<file path="src/rtl/piezo_pkg.sv">
// Shared types and constants for the piezo note decoder.
// Nominal periods are in 50 MHz clk cycles for one full piezo cycle.
package piezo_pkg;

    typedef enum logic [2:0] {
        NONE    = 3'd0,
        G6      = 3'd1,
        C7      = 3'd2,
        E7      = 3'd3,
        G7      = 3'd4,
        UNKNOWN = 3'd7
    } note_t;

    typedef enum logic [1:0] {
        IDLE    = 2'd0,
        MEASURE = 2'd1,
        TRACK   = 2'd2
    } state_t;

    localparam logic [15:0] G6_PERIOD = 16'd31888;
    localparam logic [15:0] C7_PERIOD = 16'd23889;
    localparam logic [15:0] E7_PERIOD = 16'd18961;
    localparam logic [15:0] G7_PERIOD = 16'd15944;

    localparam int          DUR_W   = 12;
    localparam logic [11:0] DUR_MAX = 12'hFFF;

endpackage

</file>
<file path="src/rtl/piezo_note_decoder_if.sv">
// Completed-note report bus from the decoder (master) to its consumer (slave).
// Plain registered outputs: no handshake, the consumer must sample note_vld every cycle.
interface piezo_note_decoder_if;
    import piezo_pkg::*;

    logic             note_vld;
    logic [2:0]       note_id;
    logic [DUR_W-1:0] note_dur;
    logic             active;
    logic             diff_err;

    modport master (output note_vld, note_id, note_dur, active, diff_err);
    modport slave  (input  note_vld, note_id, note_dur, active, diff_err);

endinterface

</file>
<file path="src/rtl/piezo_period_meas.sv">
// Synchronizes the piezo drive, measures rising-edge to rising-edge periods and classifies them.
// Latency: edge strobe/class 3 clk after piezo rises; period latched on the strobe. No backpressure.
// With PIEZO_DIFF_CHK_EN defined, also synchronizes piezo_n and flags piezo_n == piezo.
module piezo_period_meas
    import piezo_pkg::*;
#(
    parameter int TOL          = 400,
    parameter int SILENCE_CYC  = 40000,
    parameter int PERIOD_SHIFT = 0
) (
    input  logic        clk,
    input  logic        rst,
    input  logic        piezo,
    input  logic        piezo_n,
    output logic        edge_stb,
    output logic [15:0] period,
    output note_t       note_class,
    output logic        silence_stb,
    output logic        diff_hit
);

    // PERIOD_SHIFT scales all nominals down together, for shortened simulation runs.
    localparam logic [15:0] NOM_G6 = G6_PERIOD >> PERIOD_SHIFT;
    localparam logic [15:0] NOM_C7 = C7_PERIOD >> PERIOD_SHIFT;
    localparam logic [15:0] NOM_E7 = E7_PERIOD >> PERIOD_SHIFT;
    localparam logic [15:0] NOM_G7 = G7_PERIOD >> PERIOD_SHIFT;
    localparam logic [15:0] SIL16  = 16'(SILENCE_CYC);

    logic [2:0]  p_sync;
    logic [15:0] cnt;

    function automatic logic near(input logic [15:0] p, input logic [15:0] nom);
        int d;
        d = int'(p) - int'(nom);
        return (d <= TOL) && (d >= -TOL);
    endfunction

    function automatic note_t classify(input logic [15:0] p);
        note_t r;
        r = UNKNOWN;
        if (near(p, NOM_G6))      r = G6;
        else if (near(p, NOM_C7)) r = C7;
        else if (near(p, NOM_E7)) r = E7;
        else if (near(p, NOM_G7)) r = G7;
        return r;
    endfunction

    // p_sync[1] is the synchronized level, p_sync[2] its previous value.
    always_ff @(posedge clk) begin
        if (rst) begin
            p_sync <= '0;
            cnt    <= '0;
            period <= '0;
        end else begin
            p_sync <= {p_sync[1:0], piezo};
            if (edge_stb) begin
                cnt    <= 16'd1;
                period <= cnt;
            end else if (cnt != 16'hFFFF) begin
                cnt <= cnt + 16'd1;
            end
        end
    end

    assign edge_stb    = p_sync[1] & ~p_sync[2];
    assign silence_stb = ~edge_stb & (cnt == SIL16);
    assign note_class  = classify(cnt);

`ifdef PIEZO_DIFF_CHK_EN
    logic [1:0] n_sync;
    logic [1:0] arm;
    logic       eq_q;
    logic       eq_now;

    // arm holds off the compare until both synchronizers carry sampled data, not reset zeros.
    assign eq_now = arm[1] & (n_sync[1] == p_sync[1]);

    always_ff @(posedge clk) begin
        if (rst) begin
            n_sync <= '0;
            arm    <= '0;
            eq_q   <= 1'b0;
        end else begin
            n_sync <= {n_sync[0], piezo_n};
            arm    <= {arm[0], 1'b1};
            eq_q   <= eq_now;
        end
    end

    assign diff_hit = eq_now & eq_q;
`else
    logic unused_piezo_n;
    assign unused_piezo_n = piezo_n;
    assign diff_hit       = 1'b0;
`endif

endmodule

</file>
<file path="src/rtl/piezo_note_decoder.sv">
// Decodes piezo tones into {note_id, note_dur} reports; optional diff check via PIEZO_DIFF_CHK_EN.
// Latency: report registered 1 clk after the terminating edge or silence strobe.
// Backpressure: none; note_vld is a single-cycle pulse and id/dur hold until the next report.
module piezo_note_decoder
    import piezo_pkg::*;
#(
    parameter int TOL          = 400,
    parameter int SILENCE_CYC  = 40000,
    parameter int PERIOD_SHIFT = 0
) (
    input  logic                 clk,
    input  logic                 rst,
    input  logic                 piezo,
    input  logic                 piezo_n,
    piezo_note_decoder_if.master note
);

    logic             edge_stb;
    logic             silence_stb;
    logic             diff_hit;
    note_t            note_class;
    logic [15:0]      unused_period;
    state_t           state;
    note_t            cur_note;
    logic [DUR_W-1:0] dur;

    piezo_period_meas #(
        .TOL          (TOL),
        .SILENCE_CYC  (SILENCE_CYC),
        .PERIOD_SHIFT (PERIOD_SHIFT)
    ) u_meas (
        .clk         (clk),
        .rst         (rst),
        .piezo       (piezo),
        .piezo_n     (piezo_n),
        .edge_stb    (edge_stb),
        .period      (unused_period),
        .note_class  (note_class),
        .silence_stb (silence_stb),
        .diff_hit    (diff_hit)
    );

    always_ff @(posedge clk) begin
        if (rst) begin
            state         <= IDLE;
            cur_note      <= NONE;
            dur           <= '0;
            note.note_vld <= 1'b0;
            note.note_id  <= 3'd0;
            note.note_dur <= '0;
            note.active   <= 1'b0;
            note.diff_err <= 1'b0;
        end else begin
            note.note_vld <= 1'b0;
            if (diff_hit) begin
                note.diff_err <= 1'b1;
            end
            unique case (state)
                IDLE: begin
                    if (edge_stb) begin
                        state <= MEASURE;
                    end
                end
                MEASURE: begin
                    if (edge_stb) begin
                        cur_note    <= note_class;
                        dur         <= 12'd1;
                        state       <= TRACK;
                        note.active <= 1'b1;
                    end else if (silence_stb) begin
                        state <= IDLE;
                    end
                end
                TRACK: begin
                    if (edge_stb) begin
                        if (note_class == cur_note) begin
                            if (dur != DUR_MAX) begin
                                dur <= dur + 12'd1;
                            end
                        end else begin
                            note.note_vld <= 1'b1;
                            note.note_id  <= cur_note;
                            note.note_dur <= dur;
                            cur_note      <= note_class;
                            dur           <= 12'd1;
                        end
                    end else if (silence_stb) begin
                        note.note_vld <= 1'b1;
                        note.note_id  <= cur_note;
                        note.note_dur <= dur;
                        state         <= IDLE;
                        note.active   <= 1'b0;
                    end
                end
                default: begin
                    state       <= IDLE;
                    note.active <= 1'b0;
                end
            endcase
        end
    end

endmodule

</file>
<file path="src/flat_wrapper.sv">
// flat-port wrapper written by rule: the top's interface ports become plain ports
module piezo_note_decoder_flat import piezo_pkg::*;
#(
    parameter int TOL          = 400,
    parameter int SILENCE_CYC  = 40000,
    parameter int PERIOD_SHIFT = 0
)
  (clk, rst, piezo, piezo_n, note_note_vld, note_note_id, note_note_dur, note_active, note_diff_err);
  piezo_note_decoder_if note_i ();
  input  logic clk;
  input  logic rst;
  input  logic piezo;
  input  logic piezo_n;
  output wire logic [$bits(note_i.note_vld)-1:0] note_note_vld;
  output wire logic [$bits(note_i.note_id)-1:0] note_note_id;
  output wire logic [$bits(note_i.note_dur)-1:0] note_note_dur;
  output wire logic [$bits(note_i.active)-1:0] note_active;
  output wire logic [$bits(note_i.diff_err)-1:0] note_diff_err;
  assign note_note_vld = note_i.note_vld;
  assign note_note_id = note_i.note_id;
  assign note_note_dur = note_i.note_dur;
  assign note_active = note_i.active;
  assign note_diff_err = note_i.diff_err;
  piezo_note_decoder #(.TOL(TOL), .SILENCE_CYC(SILENCE_CYC), .PERIOD_SHIFT(PERIOD_SHIFT)) u_core (.clk(clk), .rst(rst), .piezo(piezo), .piezo_n(piezo_n), .note(note_i));
endmodule
</file>
<file path="config.mk">
export PLATFORM = sky130hd
export DESIGN_NAME = piezo_note_decoder_flat
export DESIGN_NICKNAME = d
export VERILOG_FILES = /design/src/rtl/piezo_pkg.sv /design/src/rtl/piezo_note_decoder_if.sv /design/src/rtl/piezo_period_meas.sv /design/src/rtl/piezo_note_decoder.sv /design/src/flat_wrapper.sv
export SDC_FILE = /design/constraint.sdc
export NUM_CORES = 1
export LEC_CHECK = 0
export CAP_MARGIN = 20
export CELL_PAD_IN_SITES_DETAIL_PLACEMENT = 1
export CELL_PAD_IN_SITES_GLOBAL_PLACEMENT = 1
export CORE_MARGIN = 1
export CORE_UTILIZATION = 45
export DETAILED_ROUTE_END_ITERATION = 8
export PLACE_DENSITY = 0.91
export SYNTH_ARGS = -nofsm -noshare
export SYNTH_HDL_FRONTEND = slang
export SYNTH_SLANG_ARGS = --single-unit
</file>
<file path="constraint.sdc">
create_clock -name clk -period 8 [get_ports clk]
set_input_delay 0.8 -clock clk [delete_from_list [all_inputs] [get_ports clk]]
set_output_delay 0.8 -clock clk [all_outputs]
set_load 0.02 [all_outputs]
</file>
After elaboration in Yosys (flattened, before gate mapping):

Index checks and enable logic that the tools add are counted.

* add/subtract/negate cells: 6
* $lt $le $gt $ge: 8
* equal/unequal tests: 14
* muxes and demuxes: 33
* bitwise operators: 6
* reductions and logical operators: 15

Operators with widths (number)
* 12-bit two-way mux: 7
* 17-bit by 10-bit greater-or-equal comparator with 1-bit output (second input constant): 4
* 17-bit by 10-bit <= comparator with 1-bit output (second input constant): 4
* 16-bit by 15-bit subtractor with 17-bit output (second input constant): 3
* 3-bit two-way mux: 9
* 12-bit one-hot mux with 2 select lines: 1
* 16-bit by 14-bit subtractor with 17-bit output (second input constant): 1
* 16-bit by 1-bit adder with 16-bit output (second input constant): 1
* 16-bit == test (second input constant): 1
* 16-bit != test (second input constant): 1
* 12-bit by 1-bit adder with 12-bit output (second input constant): 1
* 12-bit != test (second input constant): 1
* 2-bit != test (second input constant): 6
* 4-bit AND reduction: 3
* 2-bit two-way mux: 5
* 1-bit two-way mux: 8
* 2-bit one-hot mux with 3 select lines: 1
* 3-bit one-hot mux with 2 select lines: 1
* 2-bit nonzero test: 3
* 1-bit logical AND: 4
* 1-bit NOT: 4
* 2-bit OR reduction: 2
* 3-bit == test: 1
* 3-bit != test (second input constant): 1
* 8 further kinds: 9

* flip-flop bits (word level): 53
* bits of input ports: 4
* output and inout port bits: 18

Logic depth before layout (Yosys ltp):

* word-level depth: 11
* depth in mapped cells: 16
* mapped depth without buffers: 12

By module:

A second synthesis with hierarchy kept.

* cells, all modules: 642
* area total of the unflattened synthesis: 4942.2 um^2

By module, submodules not included
* piezo_period_meas: instances 1, cells each 454, area an instance 3255.6 um^2, seq. area each 700.7 um^2
* piezo_note_decoder: instances 1, cells each 188, area an instance 1686.6 um^2, seq. area each 700.7 um^2

Worst setup path after synthesis:

No wires, ideal clock.

* kind: register to register
* start point: register u_core.u_meas.cnt[5]
* end point: register u_core.note.note_dur[4]
* library setup time: 128 ps
* arrival time: 3339 ps
* path slack: 4533 ps
* stages on the path, launching flop included: 17
* clock period less this slack: 3467 ps
* cells stage by stage: dfxtp_1 -> buf_6 -> buf_2 -> inv_1 -> ha_1 -> clkbuf_1 -> nor2b_1 -> o21ai_0 -> a2111o_1 -> a311oi_1 -> a32o_1 -> or4_4 -> nand4bb_4 -> a21oi_4 -> buf_8 -> mux2i_1 -> nor2_1

* word-level cells in the longest chain between the ends: 10
* elaborated cells on any way between the ends: 26

RTL lines
* start, declared: RTL line piezo_period_meas.sv:30 `logic [15:0] cnt;`
* start signal, assigned: RTL line piezo_period_meas.sv:60 `cnt <= cnt + 16'd1;`
* 16-bit by 14-bit subtractor with 17-bit output: RTL line piezo_period_meas.sv:34 `d = int'(p) - int'(nom);`
* 17-bit by 10-bit <= comparator with 1-bit output / 17-bit by 10-bit greater-or-equal comparator with 1-bit output (equally long branches): RTL line piezo_period_meas.sv:35 `return (d <= TOL) && (d >= -TOL);`
* 1-bit logical AND: RTL line piezo_period_meas.sv:35
* 2-bit two-way mux: RTL line piezo_period_meas.sv:44 `else if (near(p, NOM_G7)) r = G7;`
* 3-bit two-way mux: RTL line piezo_period_meas.sv:43 `else if (near(p, NOM_E7)) r = E7;`
* 3-bit two-way mux: RTL line piezo_period_meas.sv:42 `else if (near(p, NOM_C7)) r = C7;`
* 3-bit two-way mux: RTL line piezo_period_meas.sv:41 `if (near(p, NOM_G6)) r = G6;`
* 3-bit == test: RTL line piezo_note_decoder.sv:76 `if (note_class == cur_note) begin`
* 2-bit != test (no line)
* 3-bit AND reduction (no line) (*)
* end signal, assigned: RTL line piezo_note_decoder.sv:83 `note.note_dur <= dur;`
* end signal, assigned: RTL line piezo_note_decoder.sv:90 `note.note_dur <= dur;`
* end, declared: RTL line piezo_note_decoder_if.sv:12 `modport master (output note_vld, note_id, note_dur, active, diff_err);`

Mark *: on every way between the ends. The rest lies on a longest branch, timed or not.
A chain may end at the register's enable or synchronous reset.

Final worst setup path:

* start point: register u_core.u_meas.cnt[5]
* end point: register u_core.dur[3]

* word-level cells in the longest chain between the ends: 11
* elaborated cells on any way between the ends: 26

RTL lines
* 16-bit by 14-bit subtractor with 17-bit output: RTL line piezo_period_meas.sv:34
* 17-bit by 10-bit <= comparator with 1-bit output / 17-bit by 10-bit greater-or-equal comparator with 1-bit output (equally long branches): RTL line piezo_period_meas.sv:35
* 1-bit logical AND: RTL line piezo_period_meas.sv:35
* 2-bit two-way mux: RTL line piezo_period_meas.sv:44
* 3-bit two-way mux: RTL line piezo_period_meas.sv:43
* 3-bit two-way mux: RTL line piezo_period_meas.sv:42
* 3-bit two-way mux (*): RTL line piezo_period_meas.sv:41
* 3-bit == test (*): RTL line piezo_note_decoder.sv:76
* 12-bit two-way mux: RTL line piezo_note_decoder.sv:76
* 12-bit two-way mux: RTL line piezo_note_decoder.sv:75 `if (edge_stb) begin`
* 12-bit one-hot mux with 2 select lines: RTL line piezo_note_decoder.sv:58 `unique case (state)`
* end signal, assigned: RTL line piezo_note_decoder.sv:78 `dur <= dur + 12'd1;`
* end, declared: RTL line piezo_note_decoder.sv:25 `logic [DUR_W-1:0] dur;`

Mark *: on every way between the ends. The rest lies on a longest branch, timed or not. The select of a mux whose other input is x is not followed.

==> metrics.txt <==
# TYPE chip_impl_metric gauge
chip_impl_info{name="result_of_the_run",value="complete, no violations"} 1
chip_impl_metric{name="final_design_area_no_fill",unit="sq mm"} 0.004837
chip_impl_metric{name="synth.mux.area_fraction",unit="%"} 4.195
chip_impl_metric{name="ys_async_sr_fraction",unit="%"} 0
chip_impl_info{name="post_synth_main_area_contributors",value="dfxtp_1 (23%), nor2_1 (5.2%), nand2_1 (3.9%)"} 1
chip_impl_metric{name="finalWorstPathRequiredPeriod",unit="ns"} 5.254
chip_impl_metric{name="cp.depth",unit=""} 11
chip_impl_info{name="timing.critical_path.max_delay_family",value="compound AO/OA/AOI/OAI gates"} 1
chip_impl_metric{name="final_global_route_overflow_total",unit=""} 0
chip_impl_metric{name="grt_usage",unit="%"} 27.31
chip_impl_metric{name="path_max_fanout",unit=""} 28
chip_impl_metric{name="number_of_global_route_vias_before_repair",unit=""} 4712
chip_impl_info{name="cp_slowest_cell",value="dfxtp_1"} 1
chip_impl_metric{name="yosysWarnings",unit=""} 0
chip_impl_metric{name="synth-compound-area-share",unit="%"} 27.27
chip_impl_metric{name="cts_resized",unit=""} 0
chip_impl_metric{name="cts-htree-levels",unit=""} 2
chip_impl_metric{name="detail_route.vias_per_cell",unit=""} 6.503
chip_impl_metric{name="design.die.area",unit="sq mm"} 0.01062
chip_impl_metric{name="maximum_number_of_pins_on_one_net_before_global_route_repair",unit=""} 35
chip_impl_info{name="worst-setup-path-type",value="register to register"} 1
chip_impl_metric{name="syn_area_cell",unit="sq um"} 7.505
chip_impl_metric{name="fin_total_pwr",unit="uW"} 461.5
chip_impl_metric{name="worst-path-buf-inv",unit=""} 1
chip_impl_metric{name="synth_sequential_area_ratio",unit="%"} 23.10
chip_impl_metric{name="drt_pass_1_iters",unit=""} 6
chip_impl_metric{name="post_synth_inst_count",unit=""} 612
chip_impl_metric{name="slowest_delay",unit="ns"} 1.08
chip_impl_info{name="timing.critical_path.to_type",value="register"} 1
chip_impl_info{name="crit_path_cell_chain",value="inv_1 -> ha_1 -> o21ai_0 -> o21ai_1 -> a211o_1 -> a2111oi_1 -> a311o_1 -> nand2_1 -> a211oi_2 -> nand2_1 -> o221ai_1"} 1
chip_impl_metric{name="setup_viol",unit=""} 0
chip_impl_metric{name="drv_cap",unit=""} 0
chip_impl_metric{name="setup-tns-final",unit="ns"} 0
chip_impl_metric{name="critPathRequiredTime",unit="ns"} 8.23
chip_impl_info{name="min-delay-path-class",value="register to register"} 1
chip_impl_metric{name="maxSlewHeadroom",unit="%"} 24.90
chip_impl_metric{name="leakage_power_of_the_design",unit="nW"} 1.701
chip_impl_metric{name="timing_max_transition_violations_final",unit=""} 0
chip_impl_metric{name="final-hold-violation-count",unit=""} 0
chip_impl_metric{name="synth_top_cell_area_share",unit="%"} 23.10
chip_impl_metric{name="finalHoldWorstSlack",unit="ns"} 0.4616
chip_impl_metric{name="area_delta_synth_final",unit="%"} 5.312
chip_impl_info{name="setup.worst_path.start_class",value="register"} 1
chip_impl_metric{name="via_count",unit=""} 4734
chip_impl_metric{name="clk_path_buf_depth",unit=""} 2
chip_impl_metric{name="initial_utilization",unit="%"} 46.78
chip_impl_metric{name="synth_xor_area_share",unit="%"} 3.814
chip_impl_metric{name="critPathArrivalTime",unit="ns"} 5.48
chip_impl_metric{name="syn_nets",unit=""} 628
chip_impl_metric{name="cts_inserted_buffers",unit=""} 5
chip_impl_metric{name="die_h",unit="um"} 103.0
chip_impl_metric{name="max_freq",unit="MHz"} 190.3
chip_impl_metric{name="grt_antenna_before_repair",unit=""} 0
chip_impl_info{name="ys.flop_type",value="dfxtp_1"} 1
chip_impl_info{name="cp_common_cell",value="nand2_1"} 1
chip_impl_metric{name="post_synth_fa_ha_maj_area_fraction",unit="%"} 3.269
chip_impl_info{name="netlist_top_cells_count",value="nor2_1 (64), dfxtp_1 (53), nand2_1 (48)"} 1
chip_impl_metric{name="rr_worst_depth",unit=""} 11
chip_impl_metric{name="global_route_wire_length_before_repair",unit="mm"} 22.93
chip_impl_metric{name="routed_wirelength",unit="mm"} 14.37
chip_impl_metric{name="drive_gt1_share",unit="%"} 5.882
chip_impl_info{name="cts_tree",value="done"} 1
chip_impl_metric{name="detailedRoute.firstIterationViolations",unit=""} 256
chip_impl_info{name="dominant_combinational_cell_family_by_area_after_synthesis",value="simple AND/OR/NAND/NOR gates"} 1
chip_impl_metric{name="detailedPlacementHpwl",unit="mm"} 10.47
chip_impl_metric{name="top_level_ports",unit=""} 22
chip_impl_metric{name="synth.cell_area",unit="sq mm"} 0.004593
chip_impl_metric{name="num-nets-final",unit=""} 610
chip_impl_metric{name="insertion_delay",unit="ns"} 0.31
chip_impl_metric{name="final_antenna_net_count",unit=""} 0
chip_impl_metric{name="hold_buffers",unit=""} 0
chip_impl_metric{name="post_synth_num_cell_types",unit=""} 88
chip_impl_metric{name="placement_rows",unit=""} 36
chip_impl_metric{name="worstMarginPinSlew",unit="ns"} 1.125
chip_impl_info{name="synth_top_area_cell",value="dfxtp_1"} 1
chip_impl_metric{name="cell_depth_of_the_worst_hold_path",unit=""} 1
chip_impl_metric{name="number_of_flops_mapped_to_enable_cells_by_yosys",unit=""} 0
chip_impl_metric{name="gp_congestion",unit=""} 0.9492
chip_impl_metric{name="post-cts-setup-buffer-count",unit=""} 0
chip_impl_metric{name="n_antenna_cell",unit=""} 0
chip_impl_metric{name="placement.io_buffers",unit=""} 19
chip_impl_metric{name="ys_seq_elements",unit=""} 53
chip_impl_metric{name="finalCritPeriodShare",unit="%"} 65.67
chip_impl_metric{name="synth_simple_gate_area_share",unit="%"} 30.81
chip_impl_info{name="most_common_cell_in_the_netlist",value="nor2_1"} 1
chip_impl_info{name="rsz0062_at_grt",value="no"} 1
chip_impl_metric{name="post_drt_wl_per_cell",unit="um"} 19.74
chip_impl_metric{name="drcViolationCount",unit=""} 0
chip_impl_metric{name="design.core.area",unit="sq mm"} 0.009819
chip_impl_metric{name="cts.sink_count",unit=""} 53
chip_impl_info{name="cts.root.buffer_cell",value="clkbuf_8"} 1
chip_impl_metric{name="dieWidth",unit="um"} 103.0
chip_impl_metric{name="clock-skew-final",unit="ns"} 0.01050
chip_impl_metric{name="power_density",unit="mW/mm^2"} 95.41
chip_impl_metric{name="clk_transition_reported_paths",unit="ns"} 0.10
chip_impl_metric{name="detailed_place.area",unit="sq mm"} 0.004723
chip_impl_metric{name="vdd.ir_drop.worst",unit="mV"} 0.07840
[stage by stage]
stage,util (%),worst slack [ns],std cells
floorplan,-,4.533,612
global placement,48.10,3.103,719
detailed placement,48.10,2.915,719
CTS,48.98,2.902,727
global route,49.26,2.346,728
finish,49.26,2.746,728
[placed cells by master, fill, tap and decap left out, types with 4 or more instances in the layout]
| cell type | instances |
|---|---|
| dfxtp_1 | 53 |
| or2_2 | 4 |
| o31ai_1 | 6 |
| nor3_1 | 24 |
| o21ai_0 | 27 |
| clkdlybuf4s50_1 | 19 |
| a31oi_1 | 9 |
| o221ai_1 | 9 |
| o22ai_1 | 6 |
| and3_1 | 7 |
| inv_1 | 26 |
| nor4_1 | 12 |
| nand3_1 | 27 |
| nor2b_1 | 11 |
| nand4_1 | 9 |
| or3_1 | 9 |
| mux2i_1 | 17 |
| nand2_1 | 48 |
| nand2b_1 | 10 |
| and2_1 | 6 |
| xnor2_1 | 16 |
| nor2_1 | 64 |
| clkbuf_8 | 5 |
| a211oi_1 | 11 |
| nand3b_1 | 6 |
| o31a_1 | 4 |
| o211ai_1 | 12 |
| a21oi_1 | 26 |
| o21ai_1 | 10 |
| xor2_1 | 4 |
| a211o_1 | 5 |
| ha_1 | 12 |
[routing by layer]
layer | vias up | part of all wire, % | global-route usage, % | wire length, um
met5 | - | 0 | 0 | 0
met4 | 0 | 3.8 | 14.30 | 547
met3 | 44 | 4.7 | 3.390 | 678
met2 | 144 | 49 | 46.87 | 7059
met1 | 2320 | 42 | 33.40 | 6085
li1 | 2226 | - | - | -
[worst paths after layout]
kind | start | to | slack (ns)
setup / recovery | u_core.u_meas.cnt[5] | u_core.dur[3] | 2.75
hold / removal | u_core.u_meas.p_sync[0] | u_core.u_meas.p_sync[1] | 0.46
setup reg to reg | u_core.u_meas.cnt[5] | u_core.dur[3] | 2.75
hold reg to reg | u_core.u_meas.p_sync[0] | u_core.u_meas.p_sync[1] | 0.46
[cell families after synthesis]
| group | count (synthesis) |
|---|---|
| AND/OR/NAND/NOR | 261 |
| AO/OA/AOI/OAI | 172 |
| buffers and inverters | 74 |
| flip-flops | 53 |
| XOR/XNOR | 20 |
| multiplexers | 19 |
| adder cells (fa/ha/maj) | 12 |
| other | 1 |
[flip-flops by register name (all words and copies together) (netlist names)]
name and cells:
u_core.u_meas.cnt 16, u_core.note.note_dur 12, u_core.u_meas.p_sync 3, u_core.state 2, u_core.note.note_vld 1, u_core.cur_note 3, u_core.note.active 1, u_core.dur 12
u_core.note.note_id 3
[area by class of cell]
cell class                      count  area (sq um)
Fill cell                        1270          4982
Multi-Input combinational cell    485          3189
Sequential cell                    53          1061
Timing Repair Buffer               22         232.7
Tap cell                          133         166.4
Inverter                           27         101.3
Clock buffer                        6         72.57
Clock inverter                      2         13.76
[where the power goes]
part           switching [mW]  internal, mW  total [mW]
Clock                  0.0930        0.0627       0.156
Sequential            0.00594         0.266       0.272
Combinational          0.0210        0.0126      0.0336
(Power assumes the default switching activity.)
